$ cat src/rtl/stopwatch_ctrl_lap.sv
// stopwatch_ctrl_lap: IDLE/RUNNING/PAUSED run control with a tick prescaler,
// a CNT_W-bit elapsed counter and a first-word-fall-through lap FIFO.
// Optional build macro: OVERFLOW_SAT_EN makes elapsed saturate at all-ones
// (the overflowing tick holds the value and forces PAUSED). When the macro is
// undefined, elapsed wraps to 0.
module stopwatch_ctrl_lap #(
   parameter int CNT_W     = 16,
   parameter int PRESCALE  = 100000,
   parameter int LAP_DEPTH = 4,
   parameter int LAP_AW    = 2
) (
   input  logic              clk,
   input  logic              rst,
   input  logic              start,
   input  logic              pause,
   input  logic              clear,
   input  logic              lap,
   input  logic              lap_rd,
   output logic              enable,
   output logic [1:0]        state,
   output logic              tick,
   output logic [CNT_W-1:0]  elapsed,
   output logic              lap_valid,
   output logic [CNT_W-1:0]  lap_data,
   output logic [LAP_AW:0]   lap_count,
   output logic              lap_overflow
);

   typedef enum logic [1:0] {
      IDLE    = 2'b00,
      RUNNING = 2'b01,
      PAUSED  = 2'b10,
      ILLEGAL = 2'b11
   } state_t;

   localparam int                PW      = (PRESCALE > 2) ? $clog2(PRESCALE) : 1;
   localparam logic [PW-1:0]     PRE_MAX = PW'(PRESCALE - 1);
   localparam logic [LAP_AW:0]   DEPTH_C = (LAP_AW + 1)'(LAP_DEPTH);

   state_t              state_q, state_d;
   logic [PW-1:0]       presc_q, presc_d;
   logic [CNT_W-1:0]    elapsed_q, elapsed_d;

   logic [CNT_W-1:0]    lap_mem_q [LAP_DEPTH];
   logic [LAP_AW-1:0]   wr_ptr_q, wr_ptr_d;
   logic [LAP_AW-1:0]   rd_ptr_q, rd_ptr_d;
   logic [LAP_AW:0]     count_q, count_d;
   logic                ovf_q, ovf_d;

   logic wipe, running, tick_w;
   logic push_req, push, pop, full;

   // An illegal state encoding is recovered exactly like a clear command.
   assign wipe    = clear || (state_q == ILLEGAL);
   assign running = (state_q == RUNNING);
   assign tick_w  = running && (presc_q == PRE_MAX);

   // Laps are taken only while a measurement is live; a coincident clear wins.
   assign push_req = lap && !wipe && ((state_q == RUNNING) || (state_q == PAUSED));
   assign pop      = lap_rd && (count_q != '0) && !wipe;
   assign full     = (count_q == DEPTH_C);
   // A pop in the same cycle frees the slot, so a full FIFO can still accept.
   assign push     = push_req && (!full || pop);

   // Run-control next state, prescaler and elapsed counter.
   always_comb begin
      state_d   = state_q;
      presc_d   = presc_q;
      elapsed_d = elapsed_q;
      if (wipe) begin
         state_d   = IDLE;
         presc_d   = '0;
         elapsed_d = '0;
      end else begin
         case (state_q)
            IDLE:    if (start) state_d = RUNNING;
            RUNNING: if (pause) state_d = PAUSED;
            PAUSED:  if (start) state_d = RUNNING;
            default: state_d = IDLE;
         endcase
         // The prescaler only moves while running, so a resume continues the
         // partial period; a tick in a pause cycle still counts.
         if (running) begin
            if (tick_w) begin
               presc_d = '0;
`ifdef OVERFLOW_SAT_EN
               if (&elapsed_q) state_d = PAUSED;
               else            elapsed_d = elapsed_q + CNT_W'(1);
`else
               elapsed_d = elapsed_q + CNT_W'(1);
`endif
            end else begin
               presc_d = presc_q + PW'(1);
            end
         end
      end
   end

   // Lap FIFO pointers, occupancy and sticky overflow.
   always_comb begin
      wr_ptr_d = wr_ptr_q;
      rd_ptr_d = rd_ptr_q;
      count_d  = count_q;
      ovf_d    = ovf_q;
      if (wipe) begin
         wr_ptr_d = '0;
         rd_ptr_d = '0;
         count_d  = '0;
         ovf_d    = 1'b0;
      end else begin
         if (push) wr_ptr_d = wr_ptr_q + LAP_AW'(1);
         if (pop)  rd_ptr_d = rd_ptr_q + LAP_AW'(1);
         case ({push, pop})
            2'b10:   count_d = count_q + (LAP_AW + 1)'(1);
            2'b01:   count_d = count_q - (LAP_AW + 1)'(1);
            default: count_d = count_q;
         endcase
         if (push_req && full && !pop) ovf_d = 1'b1;
      end
   end

   // Control and FIFO bookkeeping registers.
   always_ff @(posedge clk or negedge rst) begin
      if (!rst) begin
         state_q   <= IDLE;
         presc_q   <= '0;
         elapsed_q <= '0;
         wr_ptr_q  <= '0;
         rd_ptr_q  <= '0;
         count_q   <= '0;
         ovf_q     <= 1'b0;
      end else begin
         state_q   <= state_d;
         presc_q   <= presc_d;
         elapsed_q <= elapsed_d;
         wr_ptr_q  <= wr_ptr_d;
         rd_ptr_q  <= rd_ptr_d;
         count_q   <= count_d;
         ovf_q     <= ovf_d;
      end
   end

   // Lap storage; contents are only visible through lap_data when non-empty.
   always_ff @(posedge clk) begin
      if (push) lap_mem_q[wr_ptr_q] <= elapsed_q;
   end

   assign state        = state_q;
   assign enable       = running;
   assign tick         = tick_w;
   assign elapsed      = elapsed_q;
   assign lap_valid    = (count_q != '0);
   assign lap_data     = lap_valid ? lap_mem_q[rd_ptr_q] : '0;
   assign lap_count    = count_q;
   assign lap_overflow = ovf_q;

endmodule

$ cat config.mk
export PLATFORM = sky130hd
export DESIGN_NAME = stopwatch_ctrl_lap
export DESIGN_NICKNAME = d
export VERILOG_FILES = /design/src/rtl/stopwatch_ctrl_lap.sv
export SDC_FILE = /design/constraint.sdc
export NUM_CORES = 1
export LEC_CHECK = 0
export CORE_UTILIZATION = 25
export DETAILED_ROUTE_END_ITERATION = 10
export PLACE_DENSITY = 0.45
export SLEW_MARGIN = 20
export SYNTH_ARGS = -nofsm -noshare
export SYNTH_HDL_FRONTEND = slang
export SYNTH_SLANG_ARGS = --single-unit
export TNS_END_PERCENT = 30
$ cat constraint.sdc
create_clock -name clk -period 5.6 [get_ports clk]
set_input_delay 0.84 -clock clk [delete_from_list [all_inputs] [get_ports clk]]
set_output_delay 0.84 -clock clk [all_outputs]
set_load 0.03 [all_outputs]
==> reports/metrics.yaml <==
path_cells: "inv_1, ha_1, nand4_1, nor2_1, clkdlybuf4s50_1"
cap_violations: 0
die_y_microns: 140
critPathCaptureType: "output port"
synthesis.area_sq_mm: 0.00474
async_flop_share: 0.402
final_util: 0.314
grt_max_degree: 44
core_area_sq_mm: 0.0183
worst_pin_slew_ps: 1010
critPathArrivalTime_ps: 2990
ctsHoldBuffers: 0
finalNetCount: 418
drt-pass1-iter-count: 4
post_cts_resized: 0
start_util: 0.259
final-max-slew-violation-count: 0
routed_via_density: 4.59
crit_fanout: 14
port_buffers: 47
yosysWarnings: 0
critPathRequiredTime_ps: 4760
clock_latency_ps: 350
peakVddDrop_uv: 167
drc: 0
cts.clk_slew.worst_paths_ps: 80
ys_seq_area_frac: 0.633
diodes: 0
filler_cell_count: 1824
dp_hpwl_microns: 6530
gp_congestion: 0.756
setup_violations: 0
post_dp_cell_area_sq_mm: 0.00544
cts_buffers: 9
num_vias: 2910
power.density_mw_per_mm2: 380
syn_avg_cell_area_sq_um: 13.3
drt-total-wl_microns: 9930
fin_crit_sh: 0.684
ys_types: 36
status: "completed"
antenna_left: 0
grt_pass1_wl_microns: 15900
cts_max_level: 3
cts.path.max_buffers: 2
yosys_register_bits: 107
cpMaxStageDelayCell: "clkdlybuf4s50_1"
design_area_sq_mm: 0.00574
synth.net_count: 373
wl_per_cell_microns: 15.7
cts-root-buf: "clkbuf_16"
grt_pass1_vias: 2883
synthCells: 355
rsz0062_at_grt: "false"
synth_edf_count: 64
finalSetupTns_ps: 0
hold_viol_final: 0
area_growth_pct: 21.2
p_leak_nw: 2.02
reg2reg_depth: 6
rows: 49
fmax_mhz: 261
hold_ws_ps: 481
post-cts-setup-buffer-count: 0
drt_iter0_drc: 187
die_w_microns: 140
antenna_found_initial: 0
skew_ps: 7.55
crit_path_max_incr_delay_ps: 750
relSlewSlack: 0.322
io_pins: 48
overflow: 0
ys.flop_type: "edfxtp_1"
path_class: "flip-flop to output port"
drive_gt1_frac: 0.0914
dieArea_sq_mm: 0.0195
critPathLaunchType: "flip-flop"
gr-usage-all-layers: 0.107
cts_tree: "done"
hold_class: "primary input to asynchronous set/reset pin"
cts.sinks: 107
period_needed_ps: 3830
==> kinds of logic after synthesis <==
| logic type | count (synthesis) | share of synthesized area |
|---|---|---|
| flops | 107 | 0.633 |
| xor+xnor | 24 | 0.0444 |
| fa+ha+maj | 11 | 0.0291 |
| simple gates | 131 | 0.145 |
| buf+inv | 24 | 0.0198 |
| mux | 18 | 0.0806 |
| compound gates | 40 | 0.0484 |
==> routing by layer <==
layer / vias to the layer above / global-route usage / wire, microns
met5: - / 0 / 0
met4: 0 / 0.0260 / 78
met1: 1444 / 0.142 / 4790
li1: 1397 / - / -
met2: 61 / 0.171 / 4610
met3: 8 / 0.0323 / 444
==> critical path, delay by kind of cell (launching register included) <==
family	cells	cell delay, ps
AND/OR/NAND/NOR	2	920
buffers and inverters	2	860
adder cells (fa/ha/maj)	1	450
flip-flops	1	410
==> where the power goes <==
group          internal (mW)  leakage, nW  switching (mW)  total (mW)
sequential             0.856         1.19          0.0478       0.903
clock                  0.328        0.149           0.308       0.636
combinational          0.288        0.680           0.353       0.641
total                   1.47         2.02           0.709        2.18
==> sequential cells by signal, summed over array words and instances, names as in the netlist <==
| register | flops |
|---|---|
| rd_ptr_q | 2 |
| elapsed | 16 |
| lap_overflow | 1 |
| presc_q | 17 |
| state | 2 |
| wr_ptr_q | 2 |
| lap_mem_q | 64 |
| lap_count | 3 |
==> Yosys cell counts (2+ instances only) <==
cell type / count / area (sq um)
edfxtp_1: 64 / 1920
dfrtp_1: 43 / 1080
nor2_1: 36 / 135
and2_1: 23 / 144
nand2_1: 18 / 67.6
mux4_2: 16 / 360
a21oi_1: 15 / 75.1
o21ai_0: 15 / 75.1
xnor2_1: 12 / 105
xor2_1: 12 / 105
ha_1: 11 / 138
inv_1: 10 / 37.5
nand3_1: 10 / 50.1
nand4_1: 10 / 62.6
or3_1: 9 / 56.3
clkbuf_1: 8 / 30.0
nor3_1: 7 / 35.0
nor4_1: 5 / 31.3
and4_1: 4 / 35.0
a211oi_1: 3 / 22.5
buf_1: 3 / 11.3
nand2b_1: 3 / 18.8
or4_1: 3 / 22.5
a41o_1: 2 / 20.0
buf_2: 2 / 10.0
==> final cells by class <==
cell class	instances	area, sq um	share of cell area
clock buffer	10	239	0.0416
multi-input combinational	224	1640	0.286
inverter	10	37.5	0.00654
timing repair buffer	48	475	0.0828
clock inverter	6	60.1	0.0105
tap	229	287	0.0499
sequential	107	3000	0.522
==> stage by stage <==
step	power, mW	worst slack (ps)	cells
floorplan	1.33	2880	355
global placement	1.57	2200	618
detailed placement	1.58	2120	618
CTS	2.22	1740	634
global route	2.29	1530	634
finish	2.18	1770	634
==> worst paths after layout <==
path	startpoint	end	slack [ps]
hold / removal	rst	state[1]$_DFFE_PN0P_	480
min in group clk	lap_overflow$_DFFE_PN0P_	lap_overflow$_DFFE_PN0P_	520
setup reg to reg	state[1]$_DFFE_PN0P_	elapsed[15]$_DFFE_PN0P_	2710
hold reg to reg	lap_overflow$_DFFE_PN0P_	lap_overflow$_DFFE_PN0P_	520
max in group asynchronous	rst	presc_q[8]$_DFFE_PN0P_	4720
setup / recovery	state[1]$_DFFE_PN0P_	tick	1770
==> cells in the final DEF, fill, tap and decap left out, types with 7 or more instances in the layout <==
cell type,count
a21oi_1,15
and2_1,23
clkbuf_16,9
clkdlybuf4s50_1,46
dfrtp_1,43
edfxtp_1,64
ha_1,11
inv_1,10
mux4_2,16
nand2_1,18
nand3_1,10
nand4_1,10
nor2_1,36
nor3_1,7
o21ai_0,14
or3_1,9
xnor2_1,12
xor2_1,12
Power figures use the tool's default switching activity.
